===== src/rtl/init_table_pkg.sv =====
// Shared types and helpers for the initialised-table streamer: state encoding,
// index widths, table reset contents and the per-element affine result.
package init_table_pkg;

  typedef enum logic [1:0] {IDLE, RUN, FINISH} state_e;

  // Index width for a dimension of n entries; a 1-entry dimension still gets a bit.
  function automatic int idx_w(input int n);
    return (n > 1) ? $clog2(n) : 1;
  endfunction

  function automatic logic [31:0] elem_init(input int r, input int c, input int cols);
    return 32'(r * cols + c);
  endfunction

  // a - kb*b - temp*t + kz*zinit, with each product truncated to nx bits
  // before the modular sum.
  function automatic logic [31:0] affine(input logic [31:0] a, input logic [31:0] b,
                                         input logic [31:0] t, input int temp,
                                         input int kb, input int kz, input int zinit,
                                         input int nx);
    logic [31:0] mask, pb, pt, pz;
    mask = (nx >= 32) ? '1 : ((32'd1 << nx) - 32'd1);
    pb   = (32'(kb) * b) & mask;
    pt   = (32'(temp) * t) & mask;
    pz   = (32'(kz) * 32'(zinit)) & mask;
    return (a - pb - pt + pz) & mask;
  endfunction

endpackage


===== src/rtl/init_table_mem.sv =====
// ROWS x COLS register table: resets to row-major index values, one write
// port committing at the edge, one combinational read port.
module init_table_mem
  import init_table_pkg::*;
#(
  parameter int NX   = 8,
  parameter int ROWS = 4,
  parameter int COLS = 4,
  localparam int RW  = idx_w(ROWS),
  localparam int CW  = idx_w(COLS)
) (
  input  logic          clk,
  input  logic          rst_n,
  input  logic          wr_en,
  input  logic [RW-1:0] wr_row,
  input  logic [CW-1:0] wr_col,
  input  logic [NX-1:0] wr_data,
  input  logic [RW-1:0] rd_row,
  input  logic [CW-1:0] rd_col,
  output logic [NX-1:0] rd_data
);

  logic [ROWS-1:0][COLS-1:0][NX-1:0] mem_q, mem_d;

  always_comb begin
    mem_d = mem_q;
    if (wr_en) mem_d[wr_row][wr_col] = wr_data;
  end

  always_ff @(posedge clk) begin
    if (!rst_n) begin
      for (int r = 0; r < ROWS; r++)
        for (int c = 0; c < COLS; c++)
          mem_q[r][c] <= NX'(elem_init(r, c, COLS));
    end else begin
      mem_q <= mem_d;
    end
  end

  assign rd_data = mem_q[rd_row][rd_col];

endmodule


===== src/rtl/init_table_streamer.sv =====
// Sequential, back-pressured scan of the initialised table: on START every
// entry is read in row-major order and one affine result per entry is streamed.
module init_table_streamer
  import init_table_pkg::*;
#(
  parameter int NX    = 8,
  parameter int ROWS  = 4,
  parameter int COLS  = 4,
  parameter int TEMP  = 21,
  parameter int KB    = 3,
  parameter int KZ    = 11,
  parameter int ZINIT = 1,
  localparam int RW   = idx_w(ROWS),
  localparam int CW   = idx_w(COLS)
) (
  input  logic          CLK,
  input  logic          RST_N,
  input  logic [NX-1:0] A,
  input  logic [NX-1:0] B,
  input  logic          START,
  input  logic          WR_EN,
  input  logic [RW-1:0] WR_ROW,
  input  logic [CW-1:0] WR_COL,
  input  logic [NX-1:0] WR_DATA,
  output logic          BUSY,
  output logic          OUT_VALID,
  input  logic          OUT_READY,
  output logic [NX-1:0] OUT_DATA,
  output logic [RW-1:0] OUT_ROW,
  output logic [CW-1:0] OUT_COL,
  output logic          OUT_LAST,
  output logic          DONE
);

  state_e        state_q, state_d;
  logic [RW-1:0] row_q, row_d, nxt_row, rd_row;
  logic [CW-1:0] col_q, col_d, nxt_col, rd_col;
  logic [NX-1:0] a_q, a_d, b_q, b_d, data_q, data_d;
  logic [NX-1:0] mem_rd, rd_val, op_a, op_b, result;
  logic          wr_acc, col_wrap, last, run;

  assign run      = (state_q == RUN);
  assign wr_acc   = WR_EN && !run;
  assign col_wrap = (col_q == CW'(COLS - 1));
  assign last     = col_wrap && (row_q == RW'(ROWS - 1));
  assign nxt_col  = col_wrap ? '0 : col_q + CW'(1);
  assign nxt_row  = col_wrap ? row_q + RW'(1) : row_q;

  // In IDLE the lookahead read targets (0,0); a write landing on the same
  // edge as START is forwarded so the first beat sees the new value.
  assign rd_row = run ? nxt_row : '0;
  assign rd_col = run ? nxt_col : '0;
  assign rd_val = (wr_acc && WR_ROW == rd_row && WR_COL == rd_col) ? WR_DATA : mem_rd;
  assign op_a   = run ? a_q : A;
  assign op_b   = run ? b_q : B;
  assign result = NX'(affine(32'(op_a), 32'(op_b), 32'(rd_val), TEMP, KB, KZ, ZINIT, NX));

  init_table_mem #(.NX(NX), .ROWS(ROWS), .COLS(COLS)) u_mem (
    .clk     (CLK),
    .rst_n   (RST_N),
    .wr_en   (wr_acc),
    .wr_row  (WR_ROW),
    .wr_col  (WR_COL),
    .wr_data (WR_DATA),
    .rd_row  (rd_row),
    .rd_col  (rd_col),
    .rd_data (mem_rd)
  );

  always_comb begin
    state_d = state_q;
    row_d   = row_q;
    col_d   = col_q;
    a_d     = a_q;
    b_d     = b_q;
    data_d  = data_q;
    case (state_q)
      IDLE: if (START) begin
        state_d = RUN;
        a_d     = A;
        b_d     = B;
        row_d   = '0;
        col_d   = '0;
        data_d  = result;
      end
      RUN: if (OUT_READY) begin
        if (last) begin
          state_d = FINISH;
        end else begin
          row_d  = nxt_row;
          col_d  = nxt_col;
          data_d = result;
        end
      end
      FINISH:  state_d = IDLE;
      default: state_d = IDLE;
    endcase
  end

  always_ff @(posedge CLK) begin
    if (!RST_N) begin
      state_q <= IDLE;
      row_q   <= '0;
      col_q   <= '0;
      a_q     <= '0;
      b_q     <= '0;
      data_q  <= '0;
    end else begin
      state_q <= state_d;
      row_q   <= row_d;
      col_q   <= col_d;
      a_q     <= a_d;
      b_q     <= b_d;
      data_q  <= data_d;
    end
  end

  assign BUSY      = run;
  assign OUT_VALID = run;
  assign OUT_LAST  = run && last;
  assign DONE      = (state_q == FINISH);
  assign OUT_DATA  = data_q;
  assign OUT_ROW   = row_q;
  assign OUT_COL   = col_q;

endmodule


===== config.mk =====
export PLATFORM = sky130hd
export DESIGN_NAME = init_table_streamer
export DESIGN_NICKNAME = d
export VERILOG_FILES = /design/src/rtl/init_table_pkg.sv /design/src/rtl/init_table_mem.sv /design/src/rtl/init_table_streamer.sv
export SDC_FILE = /design/constraint.sdc
export NUM_CORES = 1
export LEC_CHECK = 0
export BUFFER_PORTS_ARGS = -buffer_cell sky130_fd_sc_hd__buf_2
export CELL_PAD_IN_SITES_DETAIL_PLACEMENT = 0
export CELL_PAD_IN_SITES_GLOBAL_PLACEMENT = 1
export CORE_AREA = 2 2 151 153
export DETAILED_ROUTE_END_ITERATION = 12
export DIE_AREA = 0 0 153 155
export HOLD_SLACK_MARGIN = 0.05
export PLACE_DENSITY_LB_ADDON = 0.1
export SETUP_SLACK_MARGIN = 0.3
export SLEW_MARGIN = 5
export SYNTH_ARGS = -nofsm -noshare
export SYNTH_HDL_FRONTEND = slang
export SYNTH_SLANG_ARGS = --single-unit

===== constraint.sdc =====
create_clock -name CLK -period 7.4 [get_ports CLK]
set_input_delay 0.37 -clock CLK [delete_from_list [all_inputs] [get_ports CLK]]
set_output_delay 0.37 -clock CLK [all_outputs]
set_load 0.1 [all_outputs]

== Word level (Yosys, flattened, before mapping) ==
Index checks and enable logic that the tools add are counted.

* $add $sub $neg: 5
* Multiply operators: 2
* Magnitude comparators: 6
* Eq/ne operators: 10
* Mux-type cells: 31
* Reductions and logical operators: 13

{| class="wikitable"
|+ Operators by type and width
! operator !! number
|-
| 128-bit bitwise mux || 1
|-
| 32-bit binary-select mux with 2-bit select || 1
|-
| 32-bit demux with 2-bit select || 1
|-
| 32-bit two-way mux || 2
|-
| 8-bit two-way mux || 8
|-
| 2-bit two-way mux || 12
|-
| 8-bit binary-select mux with 2-bit select || 1
|-
| 8-bit demux with 2-bit select || 1
|-
| 8-bit one-hot mux with 2 select lines || 1
|-
| 8-bit subtractor || 2
|-
| 2-bit by 3-bit < comparator with 1-bit output (second input constant) || 4
|-
| 2-bit one-hot mux with 2 select lines || 3
|-
| 8-bit by 5-bit adder with 8-bit output (second input constant) || 1
|-
| 2-bit by 8-bit multiplier with 8-bit output (first input constant) || 1
|-
| 5-bit by 8-bit multiplier with 8-bit output (first input constant) || 1
|-
| 2-bit inequality test (second input constant) || 4
|-
| 1-bit logical AND || 7
|-
| 2-bit == test (second input constant) || 3
|-
| 2-bit by 1-bit adder with 2-bit output (second input constant) || 2
|-
| 2-bit == test || 2
|-
| 2-bit by 1-bit >= comparator with 1-bit output (second input constant) || 2
|-
| 4-bit AND reduction || 1
|-
| 3-bit AND reduction || 1
|-
| 2-bit by 1-bit == test with 1-bit output (second input constant) || 1
|-
| 4 further kinds || 4
|}

* Bits in registers: 158
* Bits of input ports: 33
* Output and inout bits: 16
* Word-level logic and storage cells: 89

== Logic depth before layout (Yosys ltp) ==
Gate-level depths: netlist (run 1).

* Depth in word-level cells: 14
* Depth in mapped cells: 30
* Mapped depth without buffers: 26

== By module ==
From an unflattened synthesis (run 1), not the netlist that was laid out.

* Cells, all modules: 994
* Area total of the unflattened synthesis: 8964.8 µm²

{| class="wikitable"
|+ By module, submodules not included
! module !! instances !! cells an instance !! area an instance (µm²) !! seq. area each (µm²)
|-
| init_table_mem || 1 || 690 || 6379.9 || 2562.5
|-
| init_table_streamer || 1 || 304 || 2585.0 || 600.6
|}

== Worst setup path after synthesis (run 1) ==
No wires, ideal clock.

* Path type: register to register
* From: reg col_q[0] (netlist: OUT_COL[0])
* To: reg data_q[7] (netlist: OUT_DATA[7])
* Setup time: 0.071 ns
* Data arrival time: 6.415 ns
* Data required time: 7.329 ns
* Setup slack: 0.914 ns
* Stages on the path, launching flop included: 26
* Path buffers: 2
* Clock period less this slack: 6.486 ns
* Cells stage by stage: dfxtp_1 > ha_1 > nand3b_1 > clkbuf_1 > clkbuf_1 > nand3_1 > and3_1 > a31oi_1 > a211oi_1 > a21oi_1 > inv_1 > ha_1 > fa_1 > inv_1 > fa_1 > inv_1 > fa_1 > inv_1 > ha_1 > a21oi_1 > o21bai_1 > a21oi_1 > xnor2_1 > xnor2_1 > xnor3_1 > a21oi_1

* Cells in the longest elaborated chain, start to end: 14
* Elaborated cells on any way between the ends: 25
* Classes of those cells: add/sub (3); mul (1); eq/ne (4); mux (13); reduce/logical (4)

{| class="wikitable"
|+ RTL lines
! what !! RTL line !! text
|-
| from (decl) || init_table_streamer.sv:37 || <nowiki>logic [CW-1:0] col_q, col_d, nxt_col, rd_col;</nowiki>
|-
| from (signal assigned) || init_table_streamer.sv:111 || <nowiki>col_q <= col_d;</nowiki>
|-
| 2-bit == test || init_table_streamer.sv:44 || <nowiki>assign col_wrap = (col_q == CW'(COLS - 1));</nowiki>
|-
| 2-bit two-way mux || init_table_streamer.sv:47 || <nowiki>assign nxt_row = col_wrap ? row_q + RW'(1) : row_q;</nowiki>
|-
| 2-bit two-way mux || init_table_streamer.sv:51 || <nowiki>assign rd_row = run ? nxt_row : '0;</nowiki>
|-
| 32-bit binary-select mux with 2-bit select || init_table_mem.sv:40 || <nowiki>assign rd_data = mem_q[rd_row][rd_col];</nowiki>
|-
| 32-bit two-way mux (implied by the code) || init_table_mem.sv:40 ||
|-
| 8-bit binary-select mux with 2-bit select || init_table_mem.sv:40 ||
|-
| 8-bit two-way mux (implied by the code) || init_table_mem.sv:40 ||
|-
| 8-bit two-way mux || init_table_streamer.sv:53 || <nowiki>assign rd_val = (wr_acc && WR_ROW == rd_row && WR_COL == rd_col) ? WR_DATA : mem_rd;</nowiki>
|-
| 5-bit by 8-bit multiplier with 8-bit output || init_table_pkg.sv:25 || <nowiki>pt = (32'(temp) * t) & mask;</nowiki>
|-
| 8-bit subtractor || init_table_pkg.sv:27 || <nowiki>return (a - pb - pt + pz) & mask;</nowiki>
|-
| 8-bit by 5-bit adder with 8-bit output || init_table_pkg.sv:27 ||
|-
| 8-bit two-way mux || init_table_streamer.sv:87 || <nowiki>if (last) begin</nowiki>
|-
| 8-bit two-way mux || init_table_streamer.sv:86 || <nowiki>RUN: if (OUT_READY) begin</nowiki>
|-
| 8-bit one-hot mux with 2 select lines || init_table_streamer.sv:77 || <nowiki>case (state_q)</nowiki>
|-
| to (signal assigned) || init_table_streamer.sv:114 || <nowiki>data_q <= data_d;</nowiki>
|-
| to (decl) || init_table_streamer.sv:38 || <nowiki>logic [NX-1:0] a_q, a_d, b_q, b_d, data_q, data_d;</nowiki>
|}

Parallel ways exist; a longest one is shown, timed or not. The select of a mux whose other input is x is not followed.
A chain may end at the register's enable or synchronous reset.

== Worst setup path after layout (run 1) ==
* From: reg state_q[1]
* To: reg data_q[7] (netlist: OUT_DATA[7])

* Cells in the longest elaborated chain, start to end: 13
* Elaborated cells on any way between the ends: 31
* Classes of those cells: add/sub (3); mul (2); eq/ne (6); mux (13); reduce/logical (7)

{| class="wikitable"
|+ RTL lines
! what !! RTL line !! text
|-
| from (decl) || init_table_streamer.sv:35 || <nowiki>state_e state_q, state_d;</nowiki>
|-
| from (signal assigned) || init_table_streamer.sv:109 || <nowiki>state_q <= state_d;</nowiki>
|-
| 2-bit by 1-bit == test with 1-bit output || init_table_streamer.sv:42, init_table_streamer.sv:77 ||
|-
| 2-bit two-way mux || init_table_streamer.sv:51 ||
|-
| 32-bit binary-select mux with 2-bit select || init_table_mem.sv:40 ||
|-
| 32-bit two-way mux (implied by the code) || init_table_mem.sv:40 ||
|-
| 8-bit binary-select mux with 2-bit select || init_table_mem.sv:40 ||
|-
| 8-bit two-way mux (implied by the code) || init_table_mem.sv:40 ||
|-
| 8-bit two-way mux || init_table_streamer.sv:53 ||
|-
| 5-bit by 8-bit multiplier with 8-bit output || init_table_pkg.sv:25 ||
|-
| 8-bit subtractor || init_table_pkg.sv:27 ||
|-
| 8-bit by 5-bit adder with 8-bit output || init_table_pkg.sv:27 ||
|-
| 8-bit two-way mux || init_table_streamer.sv:87 ||
|-
| 8-bit two-way mux || init_table_streamer.sv:86 ||
|-
| 8-bit one-hot mux with 2 select lines || init_table_streamer.sv:77 ||
|}

Parallel ways exist; a longest one is shown, timed or not. The select of a mux whose other input is x is not followed.

==> impl_metrics.ini, run 1 <==
[sta]
post-route-period-util_pct = 87.2
fin_crit_ns = 6.46
finalSetupTns_ns = 0
tightest_slew_ns = 1.24
rsz0062_at_grt = false
max_freq_mhz = 155
relSlewSlack_pct = 16.9
hold_slack_ns = 0.202
setup_viol = 0
skew_ns = 0.0147
slew_violations = 0
finalHoldViolCount = 0

[place]
gp_congestion = 0.797
portBuffers = 48
place_hpwl_mm = 17.2
placed_area_mm2 = 0.00908

[route]
dr_total_vias = 6867
initialDrtViolationCount = 449
wirelength_mm = 25.7
first_pass_iters = 5
drc = 0
wl_per_cell_um = 19.3
ant_nets = 0
via_per_inst = 5.16

[clock_tree]
cts_tree = done
cts-resized-gates = 0
clockBufferDepth = 2
cts_setup_buffers = 0
clock_sinks = 158
clkLatencyLatePin_ns = 0.43
clk_pin_slew_worst_paths_ns = 0.07
root_buffer = clkbuf_16
cts_buffers = 17
htree_levels = 4
hold_buffers = 0

[grt]
antenna_found_initial = 0
busiest_layer = met1
grt_pass1_vias = 6465
grt.overflow.total = 0
grtUsageMet2_pct = 30.4
grt_pass1_wl_mm = 39.8
grt_use_met1_pct = 34.9
grt_start_max_net_pins = 81
grtUsageTotal_pct = 21.8
use_met3_pct = 2.81

[setup_path]
path_delay_family = adder cells
ff2ff_path_depth = 23
worst-path-buf-inv = 4
crit_end = OUT_DATA[7]$_SDFFE_PN0P_
crit_slowest_cell = or3_1
r2r_end = OUT_DATA[7]$_SDFFE_PN0P_
cp.arrival_ns = 6.81
crit_start = state_q[1]$_SDFFE_PN0P_
rrSetupSlack_ns = 0.94
crit_cells = 23
cp_slowest_stage_delay_ns = 0.69
required_ns = 7.76
critPathLaunchType = flop
end_kind = flop
reg2reg_from = state_q[1]$_SDFFE_PN0P_
worstPathCellList = nand2b_4 > or3_1 > nand3_1 > and3_1 > a311oi_1 > a211oi_1 > a21oi_1 > inv_1 > ha_1 > fa_1 > inv_1 > fa_1 > inv_1 > fa_1 > inv_1 > ha_1 > a21oi_1 > o21bai_1 > a21oi_1 > xnor2_1 > xnor2_1 > xnor3_1 > a21oi_1
path_max_fanout = 26
worstSetupPathType = reg -> reg

[synth]
avgSynthCellArea_um2 = 8.45
synth.most_common_cell = nand2_1
postSynth.asyncResetShare_pct = 0
synth_area_mm2 = 0.00868
yosys.area.top_type = dfxtp_1
synthDistinctLibCells = 58
synthTopCellsByArea = dfxtp_1, mux2i_1, nand2_1
synth_edf_count = 0
synthCells = 1027
synth_warnings = 0
ys_seq_area_share_pct = 36.4
synth-main-ff-cell = dfxtp_1
synth_common_cells = nand2_1, dfxtp_1, mux2i_1
yosysTopAreaCellShare_pct = 36.4
synth_fp_nets = 1104
ys_ff_latch = 158

[power]
p_switching_w = 0.000816
power_leakage_nw = 3.98
pwr-share-comb_pct = 29.5
p_per_area_mw_per_mm2 = 257
p_int_w = 0.00166
finalPower_w = 0.00248
switching_share_pct = 33.0
ir_drop_uv = 171
pwr-share-seq_pct = 36.0
clkPwrFrac_pct = 34.6

[final_layout]
fin_area_mm2 = 0.00965
finalCoreUtilization_pct = 43.4
antenna_cells = 0
drive_gt1_share_pct = 11.3
fillCellCount = 2288
syn2layout_area_growth_pct = 11.2
nets = 1110

[floorplanning]
die_w_um = 153
row_count = 55
core_area_mm2 = 0.0222
fp.dieH_um = 155
initial_core_util_pct = 39.1
die_area_mm2 = 0.0237
pin_count = 49

[worst_hold_path]
min-delay-start = A[1]
hold_class = in -> reg

[flow_run]
cap_viol_max_count = 0

[outcome]
status = completed
## power groups by stage
stage	combinational (W)	sequential [W]	clock [W]
5_1_grt	0.000821	0.000893	0.000912
3_3_place_gp	0.000732	0.000909	0
3_5_place_dp	0.000739	0.000910	0
4_1_cts	0.000741	0.000891	0.000874
2_1_floorplan	0.000507	0.000996	0
6_report	0.000730	0.000890	0.000856
## through the flow
stage,setup slack [ns],std cells
floorplan,0.914,1027
global placement,1.02,1299
detailed placement,0.849,1299
CTS,0.841,1330
global route,0.390,1330
finish,0.945,1330
## cell families (layout without fill, tap and decap cells)
family | count (synthesis) | in the layout | share of synthesized area (%)
flops | 158 | 158 | 36.4
mux | 108 | 108 | 12.9
buf+inv | 122 | 140 | 5.81
xor+xnor | 21 | 21 | 2.36
simple gates | 459 | 459 | 25.1
compound gates | 115 | 115 | 9.61
fa+ha+maj | 44 | 44 | 7.73
## worst min path at each step
stage / slack, ns / endpoint / cells past startpoint
floorplan: 0.43 / u_mem.mem_q[17]$_SDFFE_PN1P_ / 2
global placement: 0.45 / u_mem.mem_q[17]$_SDFFE_PN1P_ / 2
detailed placement: 0.45 / u_mem.mem_q[17]$_SDFFE_PN1P_ / 2
CTS: 0.19 / a_q[1]$_SDFFE_PN0P_ / 3
global route: 0.19 / a_q[0]$_SDFFE_PN0P_ / 3
finish: 0.20 / a_q[1]$_SDFFE_PN0P_ / 3
## worst register-to-register path: cells and delay by family, from the launching register on
kind | cells | cell delay (ns)
buf+inv | 4 | 0.30
fa+ha+maj | 5 | 2.16
flops | 1 | 0.48
simple gates | 4 | 1.47
xor+xnor | 3 | 0.66
compound gates | 7 | 1.31
## per-layer routing
metal	vias to the layer above	wire length, µm	share of wire [%]
li1	3437	-	-
met1	3263	14100	55
met2	141	10300	40
met3	26	929	3.6
met4	0	367	1.4
met5	-	0	0
## sequential cells by signal, summed over array words and instances, names as in the netlist
register and cells:
a_q 8, OUT_DATA 8, OUT_COL 2, u_mem.mem_q 128, OUT_ROW 2, b_q 8, state_q 2
## cells in the final DEF (no fill, tap or decap), drive strengths merged, types with 9 or more instances in the layout
cell | synthesis | layout
nand2 | 248 | 248
dfxtp | 158 | 158
mux2i | 101 | 101
nand3 | 89 | 89
nor2b | 76 | 76
buf | 20 | 64
a21boi | 53 | 53
inv | 45 | 48
ha | 28 | 28
clkbuf | 57 | 19
xnor2 | 17 | 17
fa | 16 | 16
a21oi | 14 | 14
and3 | 11 | 11
nor2 | 11 | 11
a311oi | 9 | 9
## final cells by class
class / count / area (µm²) / area share (%)
clock buffer: 19 / 453 / 4.69
clock inverter: 12 / 113 / 1.17
inverter: 45 / 169 / 1.75
multi-input combinational: 747 / 5020 / 52.0
sequential: 158 / 3160 / 32.8
tap: 285 / 357 / 3.70
timing repair buffer: 64 / 375 / 3.89
(Power assumes the default switching activity.)
==> run 2: changes to the inputs <==
--- a/config.mk
+++ b/config.mk
@@ -12,7 +12,7 @@
 export DETAILED_ROUTE_END_ITERATION = 12
 export DIE_AREA = 0 0 153 155
 export HOLD_SLACK_MARGIN = 0.05
-export PLACE_DENSITY_LB_ADDON = 0.1
+export PLACE_DENSITY = 0.68
 export SETUP_SLACK_MARGIN = 0.3
 export SLEW_MARGIN = 5
 export SYNTH_ARGS = -nofsm -noshare
==> run 2 against run 1 <==
Flip-flop and latch count unchanged. Largest cell class unchanged. Clock-buffer cell count decreased by 2. Non-clock buffer count increased by 3. Clock power increased by 6.5%. Maximum frequency increased by 1.9%. Critical path depth increased by 2. Critical endpoint unchanged. Worst setup slack improved by 0.12 ns. Sequential share of layout area decreased by 0.14 points. Clock skew increased by 0.0011 ns. Largest power group is now the clock network. Utilization increased by 0.19 points. Wire length decreased by 2.4%. Sequential power about the same.
==> impl_metrics.ini, run 2 (same netlist as run 1, synthesis figures left out) <==
[floorplanning]
pin_count = 49
die_w_um = 153
initial_core_util_pct = 39.1
fp.dieH_um = 155
row_count = 55
core_area_mm2 = 0.0222
die_area_mm2 = 0.0237

[grt]
grt_pass1_wl_mm = 39.0
antenna_found_initial = 0
grt_start_max_net_pins = 94
grt_pass1_vias = 6482
use_met3_pct = 2.98
grt_use_met1_pct = 33.7
grt.overflow.total = 0
grtUsageMet2_pct = 29.6
busiest_layer = met1
grtUsageTotal_pct = 21.2

[final_layout]
layout_common_cells = nand2_1, dfxtp_1, mux2i_1
regMostFlops = u_mem.mem_q
syn2layout_area_growth_pct = 11.6
drive_gt1_share_pct = 11.5
antenna_cells = 0
finalCoreUtilization_pct = 43.6
nets = 1113
largest_register_ffs = 128
fin_cells = 1334
final_common_cell = nand2_1

[setup_path]
worstSetupPathType = reg -> reg
path_max_fanout = 10
crit_slowest_cell = fa_1
cp_slowest_stage_delay_ns = 0.54
cp.arrival_ns = 6.69
required_ns = 7.75
critPathLaunchType = flop
end_kind = flop

[sta]
worst_slack_ns = 1.07
tightest_slew_ns = 1.05
rsz0062_at_grt = false
fin_crit_ns = 6.33
finalSetupTns_ns = 0
post-route-period-util_pct = 85.6
relSlewSlack_pct = 29.6
slew_violations = 0
max_freq_mhz = 158
skew_ns = 0.0159
hold_slack_ns = 0.200
finalHoldViolCount = 0
setup_viol = 0

[clock_tree]
clock_sinks = 158
clockBufferDepth = 2
clkLatencyLatePin_ns = 0.43
cts-resized-gates = 0
htree_levels = 4
root_buffer = clkbuf_16
cts_setup_buffers = 0
hold_buffers = 0
cts_tree = done
clk_pin_slew_worst_paths_ns = 0.07
cts_buffers = 17

[route]
wirelength_mm = 25.1
ant_nets = 0
initialDrtViolationCount = 509
via_per_inst = 5.26
first_pass_iters = 5
dr_total_vias = 7011
wl_per_cell_um = 18.8
drc = 0

[place]
place_inst = 1302
portBuffers = 48
place_hpwl_mm = 17.1
pre_cts_ws_ns = 1.03
gp_congestion = 0.852

[power]
ir_drop_uv = 132
power_leakage_nw = 4.02
p_per_area_mw_per_mm2 = 261

[worst_hold_path]
hold_class = in -> reg

[outcome]
status = completed

[flow_run]
cap_viol_max_count = 0
run 2: per-layer routing:
metal	vias to the layer above	routed length (µm)
met4	0	355
met3	23	1150
li1	3462	-
met2	162	10400
met1	3364	13200
met5	-	0
run 2: path summary, 6_finish.rpt:
kind                                               from                        to  slack (ns)  cells past startpoint
worst max-delay path            OUT_COL[0]$_SDFFE_PN0P_  OUT_DATA[7]$_SDFFE_PN0P_        1.07                     25
worst min-delay path                               A[1]       a_q[1]$_SDFFE_PN0P_        0.20                      3
worst max register to register  OUT_COL[0]$_SDFFE_PN0P_  OUT_DATA[7]$_SDFFE_PN0P_        1.07                     25
worst min register to register      a_q[7]$_SDFFE_PN0P_       a_q[7]$_SDFFE_PN0P_        0.47                      2
run 2: cell type report:
cell class / instances / area, µm²
Clock inverter: 15 / 174
Timing Repair Buffer: 67 / 385
Clock buffer: 17 / 425
Tap cell: 285 / 357
Sequential cell: 158 / 3160
Inverter: 45 / 169
Fill cell: 2257 / 12500
Multi-Input combinational cell: 747 / 5020
run 2: power by group:
| part | total (W) | internal (W) | switching, W |
|---|---|---|---|
| Sequential | 0.000891 | 0.000876 | 0.0000144 |
| Combinational | 0.000728 | 0.000305 | 0.000423 |
| Clock | 0.000912 | 0.000509 | 0.000403 |
| Total | 0.00253 | 0.00169 | 0.000840 |
run 2: critical path, delay by kind of cell, from the launching register on:
family / cells / cell delay (ns)
simple gates: 4 / 0.73
compound gates: 7 / 1.25
buf+inv: 5 / 0.62
fa+ha+maj: 6 / 2.64
xor+xnor: 3 / 0.64
flops: 1 / 0.38
run 2: metrics by stage:
step / instance area, µm² / total power, W
2_1_floorplan: 8680 / 0.00150
3_3_place_gp: 9090 / 0.00163
3_5_place_dp: 9090 / 0.00165
4_1_cts: 9690 / 0.00256
5_1_grt: 9690 / 0.00266
6_report: 9690 / 0.00253
==> run 3: changes to the inputs <==
--- a/config.mk
+++ b/config.mk
@@ -13,6 +13,7 @@
 export DIE_AREA = 0 0 153 155
 export HOLD_SLACK_MARGIN = 0.05
 export PLACE_DENSITY = 0.68
+export RECOVER_POWER = 50
 export SETUP_SLACK_MARGIN = 0.3
 export SLEW_MARGIN = 5
 export SYNTH_ARGS = -nofsm -noshare
==> run 3 against run 2 <==
Critical path depth is the same. Critical path type unchanged. Global-route usage is the same. Largest power group unchanged. Worst setup slack lost 0.20 ns.
==> impl_metrics.ini, run 3 (same netlist as run 1, synthesis figures left out) <==
[route]
via_per_inst = 5.24
ant_nets = 0
drc = 0
wirelength_mm = 25.1
dr_total_vias = 6993
initialDrtViolationCount = 480
wl_per_cell_um = 18.8
first_pass_iters = 5

[power]
clkPwrFrac_pct = 36.0
pwr-share-seq_pct = 35.3
p_per_area_mw_per_mm2 = 262
p_switching_w = 0.000839
switching_share_pct = 33.2
pwr-share-comb_pct = 28.7
power_leakage_nw = 3.93
ir_drop_uv = 131
p_int_w = 0.00169

[place]
place_hpwl_mm = 17.1
placed_area_mm2 = 0.00909
portBuffers = 48
pre_cts_ws_ns = 1.03
place_inst = 1302
gp_congestion = 0.852

[setup_path]
cp.arrival_ns = 6.88
path_max_fanout = 26
crit_slowest_cell = and2_0
end_kind = flop
critPathLaunchType = flop
cp_slowest_stage_delay_ns = 0.55
required_ns = 7.75
worstSetupPathType = reg -> reg

[clock_tree]
htree_levels = 4
cts_tree = done
clock_sinks = 158
clockBufferDepth = 2
cts-resized-gates = 0
root_buffer = clkbuf_16
clk_pin_slew_worst_paths_ns = 0.07
clkLatencyLatePin_ns = 0.43
cts_setup_buffers = 0
hold_buffers = 0
cts_buffers = 17

[grt]
grtUsageTotal_pct = 21.2
antenna_found_initial = 0
grt_pass1_vias = 6482
grt.overflow.total = 0
grt_start_max_net_pins = 94
grt_pass1_wl_mm = 39.0

[sta]
max_freq_mhz = 153
finalSetupTns_ns = 0
post-route-period-util_pct = 88.3
fin_crit_ns = 6.53
tightest_slew_ns = 1.26
rsz0062_at_grt = false
skew_ns = 0.0167
slew_violations = 0
relSlewSlack_pct = 16.3
setup_viol = 0
finalHoldViolCount = 0
worst_slack_ns = 0.868

[final_layout]
fillCellCount = 2270
drive_gt1_share_pct = 9.44
largest_register_ffs = 128
syn2layout_area_growth_pct = 11.2
final_common_cell = nand2_1
layout_common_cells = nand2_1, dfxtp_1, mux2i_1
fin_cells = 1334
regMostFlops = u_mem.mem_q
finalCoreUtilization_pct = 43.4
fin_area_mm2 = 0.00965
antenna_cells = 0
nets = 1113

[floorplanning]
pin_count = 49
core_area_mm2 = 0.0222
die_area_mm2 = 0.0237
die_w_um = 153
fp.dieH_um = 155
initial_core_util_pct = 39.1
row_count = 55

[flow_run]
cap_viol_max_count = 0

[worst_hold_path]
hold_class = in -> reg

[outcome]
status = completed
==> run 3: cell types whose count changed in the layout (fill, tap and decap cells not counted), sizes merged <==
| cell | previous run | this run |
|---|---|---|
| buf | 67 | 47 |
| clkbuf | 17 | 37 |
==> run 3: critical path: cells and delay by family, from the launching register on <==
kind / cells / cell delay [ns]
simple gates: 4 / 1.13
xor+xnor: 3 / 0.64
buf+inv: 6 / 0.73
fa+ha+maj: 5 / 2.20
compound gates: 7 / 1.27
flops: 1 / 0.48
==> run 3: final cells by class <==
type | instances | area [µm²] | share of cell area [%]
Clock inverter | 15 | 174 | 1.80
Tap cell | 285 | 357 | 3.69
Timing Repair Buffer | 67 | 350 | 3.63
Inverter | 45 | 169 | 1.75
Multi-Input combinational cell | 747 | 5010 | 51.9
Clock buffer | 17 | 425 | 4.41
Sequential cell | 158 | 3160 | 32.8
==> run 3: power by group through the flow <==
stage	sequential (W)	clock [W]	combinational (W)
6_report	0.000891	0.000910	0.000724
5_1_grt	0.000894	0.000967	0.000800
4_1_cts	0.000891	0.000930	0.000737
3_5_place_dp	0.000910	0	0.000735
3_3_place_gp	0.000910	0	0.000724
2_1_floorplan	0.000996	0	0.000507
==> run 3: path summary, 6_finish.rpt <==
kind | startpoint | endpoint | slack, ns | cells after the start
worst min register to register | a_q[7]$_SDFFE_PN0P_ | a_q[7]$_SDFFE_PN0P_ | 0.47 | 2
worst max register to register | state_q[1]$_SDFFE_PN0P_ | OUT_DATA[7]$_SDFFE_PN0P_ | 0.87 | 25
worst max-delay path | state_q[1]$_SDFFE_PN0P_ | OUT_DATA[7]$_SDFFE_PN0P_ | 0.87 | 25
worst min-delay path | B[0] | b_q[0]$_SDFFE_PN0P_ | 0.20 | 3
==> run 3: per-stage QoR <==
stage / hold slack [ns] / power [W]
2_1_floorplan: 0.433 / 0.00150
3_3_place_gp: 0.447 / 0.00163
3_5_place_dp: 0.457 / 0.00165
4_1_cts: 0.183 / 0.00256
5_1_grt: 0.197 / 0.00266
6_report: 0.201 / 0.00253
==> run 3: routing by layer <==
metal  up-vias  global-route usage, %  part of all wire [%]
met1      3339                   33.7                    53
met4         0                   5.82                   1.4
met3        24                   2.98                   4.5
li1       3454                      -                     -
met2       176                   29.6                    41
met5         -                      0                     0
